File: config.mk
export PLATFORM = sky130hd
export DESIGN_NAME = alu_shift_issue_flat
export DESIGN_NICKNAME = d
export VERILOG_FILES = /design/src/rtl/alu_shift_issue_if.sv /design/src/rtl/alu_shift_issue.sv /design/src/flat_wrapper.sv
export SDC_FILE = /design/constraint.sdc
export NUM_CORES = 1
export LEC_CHECK = 0
export BUFFER_PORTS_ARGS = -buffer_cell sky130_fd_sc_hd__buf_2
export CAP_MARGIN = 30
export CORE_UTILIZATION = 49
export CTS_CLUSTER_SIZE = 20
export DETAILED_ROUTE_END_ITERATION = 7
export PLACE_DENSITY = 0.86
export SYNTH_ARGS = -nofsm -noshare
export SYNTH_HDL_FRONTEND = slang
export SYNTH_SLANG_ARGS = --single-unit
File: constraint.sdc
create_clock -name clk -period 2.54 [get_ports clk]
set_clock_uncertainty 0.05 [all_clocks]
set_input_delay 0.254 -clock clk [delete_from_list [all_inputs] [get_ports clk]]
set_output_delay 0.254 -clock clk [all_outputs]
set_load 0.01 [all_outputs]
File: src/rtl/alu_shift_issue_if.sv
// rtl/alu_shift_issue_if.sv - instruction/result handshake and datapath bus of the ALU/shift issue controller
interface alu_shift_issue_if #(
  parameter int DW = 32
);
  logic          in_valid;
  logic          in_ready;
  logic [31:0]   in_instr;
  logic [DW-1:0] in_rs_val;
  logic [DW-1:0] in_rt_val;
  logic [DW-1:0] dp_rs;
  logic [DW-1:0] dp_rt;
  logic [2:0]    dp_opcode;
  logic [1:0]    dp_sel;
  logic [DW-1:0] dp_result;
  logic          out_valid;
  logic          out_ready;
  logic [DW-1:0] out_result;
  logic [4:0]    out_rd;
  logic          out_err;

  // slave is the issue controller; master is the instruction source, datapath and result consumer
  modport slave (
    input  in_valid, in_instr, in_rs_val, in_rt_val, dp_result, out_ready,
    output in_ready, dp_rs, dp_rt, dp_opcode, dp_sel, out_valid, out_result, out_rd, out_err
  );

  modport master (
    output in_valid, in_instr, in_rs_val, in_rt_val, dp_result, out_ready,
    input  in_ready, dp_rs, dp_rt, dp_opcode, dp_sel, out_valid, out_result, out_rd, out_err
  );
endinterface

File: src/rtl/alu_shift_issue.sv
// rtl/alu_shift_issue.sv - decodes R-type ops onto shifterAndAlu and returns the captured result
module alu_shift_issue #(
  parameter int DW    = 32,
  parameter int CNT_W = 16
) (
  input  logic             clk,
  input  logic             reset,
  alu_shift_issue_if.slave bus,
  output logic [CNT_W-1:0] op_count
);
  localparam logic [1:0] IDLE = 2'd0;
  localparam logic [1:0] EXEC = 2'd1;
  localparam logic [1:0] RESP = 2'd2;

  logic [1:0]    state;
  logic [5:0]    opField;
  logic [5:0]    funct;
  logic [4:0]    shamt;
  logic [2:0]    decOp;
  logic [1:0]    decSel;
  logic [DW-1:0] decRs;
  logic [DW-1:0] decRt;
  logic          decIll;
  logic          isShift;

  assign opField = bus.in_instr[31:26];
  assign funct   = bus.in_instr[5:0];
  assign shamt   = bus.in_instr[10:6];

  always_comb begin
    decOp   = 3'd0;
    decSel  = 2'b00;
    decIll  = 1'b0;
    isShift = 1'b0;
    decRs   = '0;
    decRt   = '0;
    case (funct)
      6'h20: begin decOp = 3'd1; decSel = 2'b01; end
      6'h22: begin decOp = 3'd2; decSel = 2'b01; end
      6'h24: begin decOp = 3'd3; decSel = 2'b01; end
      6'h25: begin decOp = 3'd4; decSel = 2'b01; end
      6'h27: begin decOp = 3'd5; decSel = 2'b01; end
      6'h03: begin decOp = 3'd1; decSel = 2'b10; isShift = 1'b1; end
      6'h02: begin decOp = 3'd2; decSel = 2'b11; isShift = 1'b1; end
      6'h06: begin decOp = 3'd3; decSel = 2'b11; isShift = 1'b1; end
      6'h00: begin decOp = 3'd4; decSel = 2'b11; isShift = 1'b1; end
      6'h04: begin decOp = 3'd5; decSel = 2'b11; isShift = 1'b1; end
      default: decIll = 1'b1;
    endcase
    // the shifter only takes a 3-bit amount, so shamt 8..31 cannot be honoured
    if (opField != 6'h00 || (isShift && shamt[4:3] != 2'b00)) begin
      decIll = 1'b1;
    end
    decRs = isShift ? bus.in_rt_val : bus.in_rs_val;
    decRt = isShift ? {{(DW-3){1'b0}}, shamt[2:0]} : bus.in_rt_val;
    if (decIll) begin
      decOp  = 3'd0;
      decSel = 2'b00;
      decRs  = '0;
      decRt  = '0;
    end
  end

  assign bus.in_ready  = (state == IDLE);
  assign bus.out_valid = (state == RESP);

  always_ff @(posedge clk) begin
    if (reset) begin
      state          <= IDLE;
      bus.dp_rs      <= '0;
      bus.dp_rt      <= '0;
      bus.dp_opcode  <= 3'd0;
      bus.dp_sel     <= 2'b00;
      bus.out_result <= '0;
      bus.out_rd     <= 5'd0;
      bus.out_err    <= 1'b0;
      op_count       <= '0;
    end else begin
      case (state)
        IDLE: begin
          if (bus.in_valid) begin
            bus.dp_rs     <= decRs;
            bus.dp_rt     <= decRt;
            bus.dp_opcode <= decOp;
            bus.dp_sel    <= decSel;
            bus.out_rd    <= bus.in_instr[15:11];
            bus.out_err   <= decIll;
            state         <= EXEC;
          end
        end
        EXEC: begin
          bus.out_result <= bus.out_err ? '0 : bus.dp_result;
          state          <= RESP;
        end
        RESP: begin
          if (bus.out_ready) begin
            op_count <= op_count + CNT_W'(1);
            state    <= IDLE;
          end
        end
        default: state <= IDLE;
      endcase
    end
  end
endmodule

File: src/flat_wrapper.sv
// flat-port wrapper written by rule: the top's interface ports become plain ports
module alu_shift_issue_flat 
#(
  parameter int DW    = 32,
  parameter int CNT_W = 16
)
  (clk, reset, op_count, bus_in_valid, bus_in_instr, bus_in_rs_val, bus_in_rt_val, bus_dp_result, bus_out_ready, bus_in_ready, bus_dp_rs, bus_dp_rt, bus_dp_opcode, bus_dp_sel, bus_out_valid, bus_out_result, bus_out_rd, bus_out_err);
  alu_shift_issue_if #(.DW(DW)) bus_i ();
  input  logic clk;
  input  logic reset;
  output logic [CNT_W-1:0] op_count;
  input wire logic [$bits(bus_i.in_valid)-1:0] bus_in_valid;
  input wire logic [$bits(bus_i.in_instr)-1:0] bus_in_instr;
  input wire logic [$bits(bus_i.in_rs_val)-1:0] bus_in_rs_val;
  input wire logic [$bits(bus_i.in_rt_val)-1:0] bus_in_rt_val;
  input wire logic [$bits(bus_i.dp_result)-1:0] bus_dp_result;
  input wire logic [$bits(bus_i.out_ready)-1:0] bus_out_ready;
  output wire logic [$bits(bus_i.in_ready)-1:0] bus_in_ready;
  output wire logic [$bits(bus_i.dp_rs)-1:0] bus_dp_rs;
  output wire logic [$bits(bus_i.dp_rt)-1:0] bus_dp_rt;
  output wire logic [$bits(bus_i.dp_opcode)-1:0] bus_dp_opcode;
  output wire logic [$bits(bus_i.dp_sel)-1:0] bus_dp_sel;
  output wire logic [$bits(bus_i.out_valid)-1:0] bus_out_valid;
  output wire logic [$bits(bus_i.out_result)-1:0] bus_out_result;
  output wire logic [$bits(bus_i.out_rd)-1:0] bus_out_rd;
  output wire logic [$bits(bus_i.out_err)-1:0] bus_out_err;
  assign bus_i.in_valid = bus_in_valid;
  assign bus_i.in_instr = bus_in_instr;
  assign bus_i.in_rs_val = bus_in_rs_val;
  assign bus_i.in_rt_val = bus_in_rt_val;
  assign bus_i.dp_result = bus_dp_result;
  assign bus_i.out_ready = bus_out_ready;
  assign bus_in_ready = bus_i.in_ready;
  assign bus_dp_rs = bus_i.dp_rs;
  assign bus_dp_rt = bus_i.dp_rt;
  assign bus_dp_opcode = bus_i.dp_opcode;
  assign bus_dp_sel = bus_i.dp_sel;
  assign bus_out_valid = bus_i.out_valid;
  assign bus_out_result = bus_i.out_result;
  assign bus_out_rd = bus_i.out_rd;
  assign bus_out_err = bus_i.out_err;
  alu_shift_issue #(.DW(DW), .CNT_W(CNT_W)) u_core (.clk(clk), .reset(reset), .bus(bus_i), .op_count(op_count));
endmodule
==> flow_summary.toml, run 1 <==
[setup_path]
crit_required_ns = 2.88
worst_r2r_endpoint = "u_core.bus.dp_rt[24]"
timing_worst_setup_path_type = "primary input to flip-flop"
worst_r2r_path_depth = 7
timing.critical_path.to_type = "flip-flop"
critical_path.startpoint = "bus_in_instr[2]"
timing.critical_path.fanout_max = 24
arrival_time_worst_endpoint_ns = 2.44
r2r-start = "u_core.state[1]"
r2r_setup_slack_ns = 0.57
timing.critical_path.from_type = "primary input"

[floorplan]
number_of_core_rows = 36
design.core.area_um2 = 9774
boundaryPins = 257
dieHeight_um = 102.4
chipWidth_um = 102.4
design.die.area_um2 = 10480
initial_core_util_pct = 50.51

[synth]
yosys.area.top_type_share_pct = 50.68
number_of_standard_cells_after_synthesis = 548
synth_area_leaders = "sky130_fd_sc_hd__dfxtp_1, sky130_fd_sc_hd__mux2i_1, sky130_fd_sc_hd__nor2_1"
syn_nets = 681
synth_top_family_by_area = "simple AND/OR/NAND/NOR gates"
synth.avg_cell_area_um2 = 9.010
post_synth_xor_area_fraction_pct = 3.016
yosys.area.top_type = "sky130_fd_sc_hd__dfxtp_1"
synth.cell_area_um2 = 4937
yosys-mux-area-fraction_pct = 7.501
synth_warnings = 0
synth_compound_gate_area_share_pct = 14.01
synth.lib_cells_used.distinct = 37
postSynthRegisterBits = 125
synthAdderAreaFrac_pct = 0.2534
synth_seq_area_share_pct = 50.68
synth_simple_gate_area_share_pct = 20.35

[power_and_ir_drop]
p_comb_share_pct = 11.2
cellPowerDensity_nw_per_um2 = 609.5
seqPwrFrac_pct = 43.2
clkPwrFrac_pct = 45.6
p_int_uw = 3550
p_sw_uw = 1106
ir_worst_vdd_uv = 368.0
power.switching_fraction_pct = 23.76
leakagePower_uw = 0.003455

[drt]
post-route-drc-count = 0
route.vias.total = 5505
dr.first_iter.drc_count = 218
antenna_violating_nets_post_route = 0
avgViaCountPerCell = 5.424
drt_wl_total_um = 17400
first_pass_drt_iterations = 5
average_wire_length_per_cell_after_detail_routing_um = 17.14

[global_route]
met2_usage_pct = 58.34
initial_antenna_violation_count = 1
track_usage_pct = 33.89
grt.met1_usage_pct = 34.01
gr-usage-met3_pct = 12.72
grt_max_degree = 66
global_route_wire_length_before_repair_um = 26850
global_route.peak_usage_layer = "met2"
grt_remaining_overflow = 0
first_global_vias = 5500

[placement]
port-buffer-count = 246
area_after_detailed_placement_um2 = 6245
pre_cts_slack_ns = 0.5022
place.gp.congestion = 0.8189
post-dp-hpwl_um = 9588

[outcome]
outcome = "complete, but fails checks"
violated_checks = "hold timing"

[sta]
fin_crit_ns = 2.105
rsz0062_at_grt = "false"
worst_hold_margin_ns = -0.005260
timing.setup.tns_ns = 0
fin_ws_ns = 0.4354
relSlewSlack_pct = 59.48
setup-violations-final = 0
worstMarginPinSlew_ns = 0.6022
report.final.hold_viol_count = 1
timing_max_transition_violations_final = 0
maxClockFrequency_mhz = 475.2
final_min_period_over_clock_period_pct = 82.86

[final_layout]
non_filler_cell_area_final_um2 = 7640
layout-drive-gt1-share_pct = 33.03
syn2layout_area_growth_pct = 54.74
final_core_utilization_pct = 78.16
nNetsFinal = 1003
mostFrequentLayoutCell = "sky130_fd_sc_hd__buf_2"
layout.cells.most_common_list = "sky130_fd_sc_hd__buf_2, sky130_fd_sc_hd__dfxtp_1, sky130_fd_sc_hd__nor2_1"

[clock_network]
clkSinkCount = 125
clk_latency_ns = 0.50
tritoncts.num_buffers = 17
cts_max_path_buffers = 2
ctsRootBufferMaster = "sky130_fd_sc_hd__clkbuf_8"
tritoncts = "yes"
cts-htree-levels = 4
post_cts_buffers = 0
worst_setup_hold_path_clk_slew_ns = 0.06

[hold_path]
hold_class = "primary input to flip-flop"
hp-start = "bus_in_rs_val[15]"
min_delay_path_depth = 3
hold_path_sink = "u_core.bus.dp_rs[15]"

[flow_run]
max_cap_check_violation_count = 0
==> worst max path at each step <==
stage	to	slack, ns	depth (start not counted)
after global placement	u_core.bus.dp_rt[14]	0.54	8
after global routing	u_core.bus.dp_rt[2]	0.38	7
after detailed placement	u_core.bus.dp_rt[6]	0.50	8
after CTS	u_core.bus.dp_rt[2]	0.62	7
after floorplan	u_core.bus.dp_rt[30]	0.88	8
final	u_core.bus.dp_rs[21]	0.44	7
==> repair_timing <==
| item | CTS | global route |
|---|---|---|
| gates resized for setup | 0 | 0 |
| hold buffers | 88 | 0 |
| hold endpoints to repair | 69 | 0 |
==> state kept, by name, summed over array words and instances, names as in the netlist, 2 cells and up <==
register               flops
u_core.bus.dp_rs          32
u_core.bus.out_result     32
u_core.bus.out_rd          5
u_core.op_count           16
u_core.state               2
u_core.bus.dp_sel          2
u_core.bus.dp_rt          32
u_core.bus.dp_opcode       3
==> area by class of cell <==
class | count | area [um^2]
flip-flops and latches | 125 | 2502
multi-input cells | 379 | 2242
repair buffers | 345 | 2207
fillers | 612 | 2135
clock buffers | 21 | 439.2
well taps | 133 | 166.4
clock inverters | 9 | 72.57
inverters | 2 | 7.507
diodes | 1 | 2.502
==> cells by family after synthesis <==
kind of cell,after synthesis
buffers and inverters,44
xor gates and xnor gates,17
adders and majority gates,1
DFF,125
muxes,37
AOI/OAI and AO/OA,115
and+or+nand+nor,209
==> metal layers <==
| layer | wire length [um] | vias up |
|---|---|---|
| met3 | 1214 | 89 |
| met5 | 0 | - |
| li1 | - | 2526 |
| met2 | 8836 | 324 |
| met4 | 964 | 0 |
| met1 | 6388 | 2566 |
==> cells in the mapped netlist (all sizes together) <==
| cell type | n |
|---|---|
| ha | 1 |
| nor3 | 4 |
| dfxtp | 125 |
| a32oi | 2 |
| a21oi | 40 |
| xor2 | 10 |
| nor2 | 91 |
| nand4b | 1 |
| nor3b | 33 |
| nand3 | 6 |
| nand3b | 2 |
| nand2 | 53 |
| and3b | 1 |
| a2111oi | 1 |
| a22oi | 30 |
| nand4 | 4 |
| nand2b | 5 |
| and3 | 3 |
| clkbuf | 27 |
| inv | 2 |
| a31oi | 2 |
| or2 | 1 |
| nor4 | 3 |
| o21ai | 38 |
| mux2i | 37 |
| xnor2 | 7 |
| a211oi | 1 |
| nor2b | 2 |
| buf | 15 |
| a21boi | 1 |
==> power groups by stage <==
stage,Sequential [uW],Clock [uW],Combinational [uW]
2_1_floorplan,2070,0,193
3_3_place_gp,2050,0,369
3_5_place_dp,2050,0,383
4_1_cts,2010,2130,496
5_1_grt,2010,2260,557
6_report,2010,2120,521
==> critical path, cell delays in order <==
cell                            delay (ns)
sky130_fd_sc_hd__buf_2                0.14
sky130_fd_sc_hd__nand2b_1             0.18
sky130_fd_sc_hd__a2111oi_4            0.43
sky130_fd_sc_hd__buf_4                0.47
sky130_fd_sc_hd__mux2i_1              0.29
sky130_fd_sc_hd__dlygate4sd3_1        0.60
sky130_fd_sc_hd__o21ai_1              0.06
==> through the flow <==
stage               instances  hold WS, ns  power (uW)
floorplan                 548       0.3400        2258
finish                   1015    -0.005260        4656
CTS                      1014      0.01644        4642
global route             1015      0.01073        4831
detailed placement        896       0.3877        2435
global placement          896       0.3815        2419
(Power assumes the default switching activity.)
==> inputs of run 2 (changes only) <==
--- a/config.mk
+++ b/config.mk
@@ -5,12 +5,13 @@
 export SDC_FILE = /design/constraint.sdc
 export NUM_CORES = 1
 export LEC_CHECK = 0
+export ABC_AREA = 1
 export BUFFER_PORTS_ARGS = -buffer_cell sky130_fd_sc_hd__buf_2
 export CAP_MARGIN = 30
-export CORE_UTILIZATION = 49
+export CORE_UTILIZATION = 43
 export CTS_CLUSTER_SIZE = 20
 export DETAILED_ROUTE_END_ITERATION = 7
-export PLACE_DENSITY = 0.86
+export PLACE_DENSITY = 0.77
 export SYNTH_ARGS = -nofsm -noshare
 export SYNTH_HDL_FRONTEND = slang
 export SYNTH_SLANG_ARGS = --single-unit
==> constraint.sdc (replaced) <==
create_clock -name clk -period 1.8 [get_ports clk]
set_clock_uncertainty 0.05 [all_clocks]
set_input_delay 0.18 -clock clk [delete_from_list [all_inputs] [get_ports clk]]
set_output_delay 0.18 -clock clk [all_outputs]
set_load 0.01 [all_outputs]
==> flow_summary.toml, run 2 <==
[power_and_ir_drop]
leakagePower_uw = 0.003665
clkPwrFrac_pct = 49.6
power.switching_fraction_pct = 22.81
seqPwrFrac_pct = 38.8
p_sw_uw = 1676
ir_worst_vdd_uv = 542.3
cellPowerDensity_nw_per_um2 = 905.4
p_int_uw = 5670
p_comb_share_pct = 11.6

[clock_network]
worst_setup_hold_path_clk_slew_ns = 0.05
cts_max_path_buffers = 2
cts-htree-levels = 4
clkSinkCount = 125
tritoncts.num_buffers = 17
clk_latency_ns = 0.41
tritoncts = "yes"
ctsRootBufferMaster = "sky130_fd_sc_hd__clkbuf_16"

[synth]
synth.avg_cell_area_um2 = 6.962
yosys.area.top_type = "sky130_fd_sc_hd__dfxtp_1"
synth_area_leaders = "sky130_fd_sc_hd__dfxtp_1, sky130_fd_sc_hd__a21oi_1, sky130_fd_sc_hd__nand3_1"
number_of_standard_cells_after_synthesis = 805
syn_nets = 938
synthTopCellsByCount = "sky130_fd_sc_hd__nand2_1, sky130_fd_sc_hd__a21oi_1, sky130_fd_sc_hd__nand3_1"
synthArstFlopShare_pct = 0
synth_warnings = 0
synthMostInstantiatedCell = "sky130_fd_sc_hd__nand2_1"
synth_enable_flop_cells = 0
synth.lib_cells_used.distinct = 31
ys_dominant_reg_cell = "sky130_fd_sc_hd__dfxtp_1"
yosys.area.top_type_share_pct = 44.65
synth.cell_area_um2 = 5604
postSynthRegisterBits = 125
synth_seq_area_share_pct = 44.65

[setup_path]
timing.critical_path.fanout_max = 36
r2r-start = "u_core.state[1]"
timing.critical_path.to_type = "flip-flop"
worst_r2r_path_depth = 8
timing.critical_path.from_type = "flip-flop"
timing_worst_setup_path_type = "flip-flop to flip-flop"
crit_required_ns = 2.07
arrival_time_worst_endpoint_ns = 1.95
worst_r2r_endpoint = "u_core.bus.dp_rs[0]"
r2r_setup_slack_ns = 0.13

[sta]
fin_crit_ns = 1.673
worstMarginPinSlew_ns = 0.7498
fin_ws_ns = 0.1266
rsz0062_at_grt = "false"
report.final.hold_viol_count = 0
maxClockFrequency_mhz = 597.6
relSlewSlack_pct = 49.90
final_min_period_over_clock_period_pct = 92.97
timing_max_transition_violations_final = 0
setup-violations-final = 0

[global_route]
initial_antenna_violation_count = 0
grt_remaining_overflow = 0
grt_max_degree = 76
global_route_wire_length_before_repair_um = 26760
track_usage_pct = 25.39
first_global_vias = 5633

[drt]
antenna_violating_nets_post_route = 0
avgViaCountPerCell = 5.039
first_pass_drt_iterations = 5
post-route-drc-count = 0
drt_wl_total_um = 17250
route.vias.total = 6359
average_wire_length_per_cell_after_detail_routing_um = 13.67
dr.first_iter.drc_count = 407

[outcome]
outcome = "finished, final reports clean"

[floorplan]
number_of_core_rows = 41
boundaryPins = 257
chipWidth_um = 116.2
design.core.area_um2 = 12670
dieHeight_um = 116.2
design.die.area_um2 = 13490
initial_core_util_pct = 44.23

[hold_path]
min_delay_path_depth = 3
hold_class = "primary input to flip-flop"
hold_path_sink = "u_core.bus.out_rd[3]"
hp-start = "bus_in_instr[14]"

[final_layout]
nNetsFinal = 1210
layout.cells.most_common_list = "sky130_fd_sc_hd__buf_2, sky130_fd_sc_hd__nand2_1, sky130_fd_sc_hd__nand3_1, sky130_fd_sc_hd__a21oi_1, sky130_fd_sc_hd__dfxtp_1"
layout-drive-gt1-share_pct = 29.17
area_taken_by_multi_input_logic_gates_um2 = 2618
antennaDiodeCount = 0
reg.largest.list = "u_core.bus.dp_rs x32, u_core.bus.dp_rt x32, u_core.bus.out_result x32"
syn2layout_area_growth_pct = 44.79
layout.area.seq_um2 = 2502
mostFrequentLayoutCell = "sky130_fd_sc_hd__buf_2"
n_fill_cell = 1175
layout.cells.non_filler = 1262

[placement]
port-buffer-count = 246
place.gp.congestion = 0.8032
pre_cts_slack_ns = -0.01498
post-dp-hpwl_um = 11340
post-place-cells = 1192

[flow_run]
max_cap_check_violation_count = 0
## run 2: cell types whose count changed after synthesis, moves of 20 or more
cell	delta
sky130_fd_sc_hd__nand3_1	+127
sky130_fd_sc_hd__nand2_1	+105
sky130_fd_sc_hd__a21oi_1	+94
sky130_fd_sc_hd__inv_1	+49
sky130_fd_sc_hd__mux2i_1	-37
sky130_fd_sc_hd__nor3b_1	-31
sky130_fd_sc_hd__a22oi_1	-30
sky130_fd_sc_hd__o21ai_1	-28
sky130_fd_sc_hd__o21ai_0	+20
## run 2: worst max-delay path by stage
stage	depth (start not counted)	start	slack (ns)	end
global placement	6	bus_in_instr[10]	0.004	u_core.bus.dp_rs[3]
CTS	8	u_core.state[1]	0.07	u_core.bus.dp_rs[0]
detailed placement	6	bus_in_instr[10]	-0.01	u_core.bus.dp_rs[4]
floorplan	10	u_core.op_count[1]	0.20	u_core.op_count[14]
global route	10	u_core.op_count[0]	0.004	u_core.op_count[14]
finish	8	u_core.state[1]	0.13	u_core.bus.dp_rs[0]
## run 2: cell families (layout without fill, tap and decap cells)
family                   Yosys count  count (layout)  synth area share, %
flip-flops                       125             125                44.65
AO/OA/AOI/OAI                    167             167                15.25
buffers and inverters            112             397                8.863
XOR/XNOR                           1               1               0.1563
AND/OR/NAND/NOR                  399             399                30.86
adder cells (fa/ha/maj)            1               1               0.2232
## run 2: per-stage QoR
stage / utilization [%] / total power, uW / cell area [um^2] / setup TNS [ns] / hold WS (ns)
finish: 64.04 / 7346 / 8114 / 0 / 0.03456
global route: 64.04 / 7623 / 8114 / 0 / 0.04705
CTS: 63.95 / 7385 / 8103 / 0 / 0.02059
detailed placement: 56.01 / 3680 / 7097 / -0.04310 / 0.3937
global placement: 56.01 / 3678 / 7097 / 0 / 0.3840
floorplan: - / 3338 / 5604 / 0 / 0.2907
## run 2: critical path: stages (launching register included)
cell                       delay [ns]
sky130_fd_sc_hd__dfxtp_1         0.34
sky130_fd_sc_hd__nor2_2          0.15
sky130_fd_sc_hd__nand2_2         0.12
sky130_fd_sc_hd__clkinv_4        0.12
sky130_fd_sc_hd__nand3_2         0.11
sky130_fd_sc_hd__buf_12          0.19
sky130_fd_sc_hd__o21ai_1         0.19
sky130_fd_sc_hd__nand3_1         0.11
sky130_fd_sc_hd__a21oi_1         0.19
## run 2: timing repair
| action | CTS | global route |
|---|---|---|
| hold endpoints to repair | 41 | 0 |
| gates resized for setup | 1 | 6 |
| setup endpoints to repair | 1 | 8 |
| hold buffers | 38 | 0 |
| buffers inserted | 0 | 0 |
| pin swaps | 0 | 0 |
## run 2: layout make-up
cell class | instances | area share, %
Timing Repair Buffer | 312 | 24.02
Multi-Input combinational cell | 568 | 32.26
Inverter | 53 | 2.513
Tap cell | 172 | 2.652
Clock inverter | 7 | 1.974
Sequential cell | 125 | 30.84
Clock buffer | 25 | 5.736
## run 2: per-layer routing
metal	global-route usage, %	share of wire (%)	routed length (um)
met1	29.98	42	7216
met2	41.43	47	8155
met3	8.666	8.7	1503
met4	12.14	2.2	378
met5	0	0	0
## run 2: power by group through the flow
stage	Sequential, uW	Clock (uW)	Combinational (uW)
floorplan	2930	0	411
global placement	2900	0	775
detailed placement	2900	0	776
CTS	2850	3700	843
global route	2850	3830	938
finish	2850	3650	850
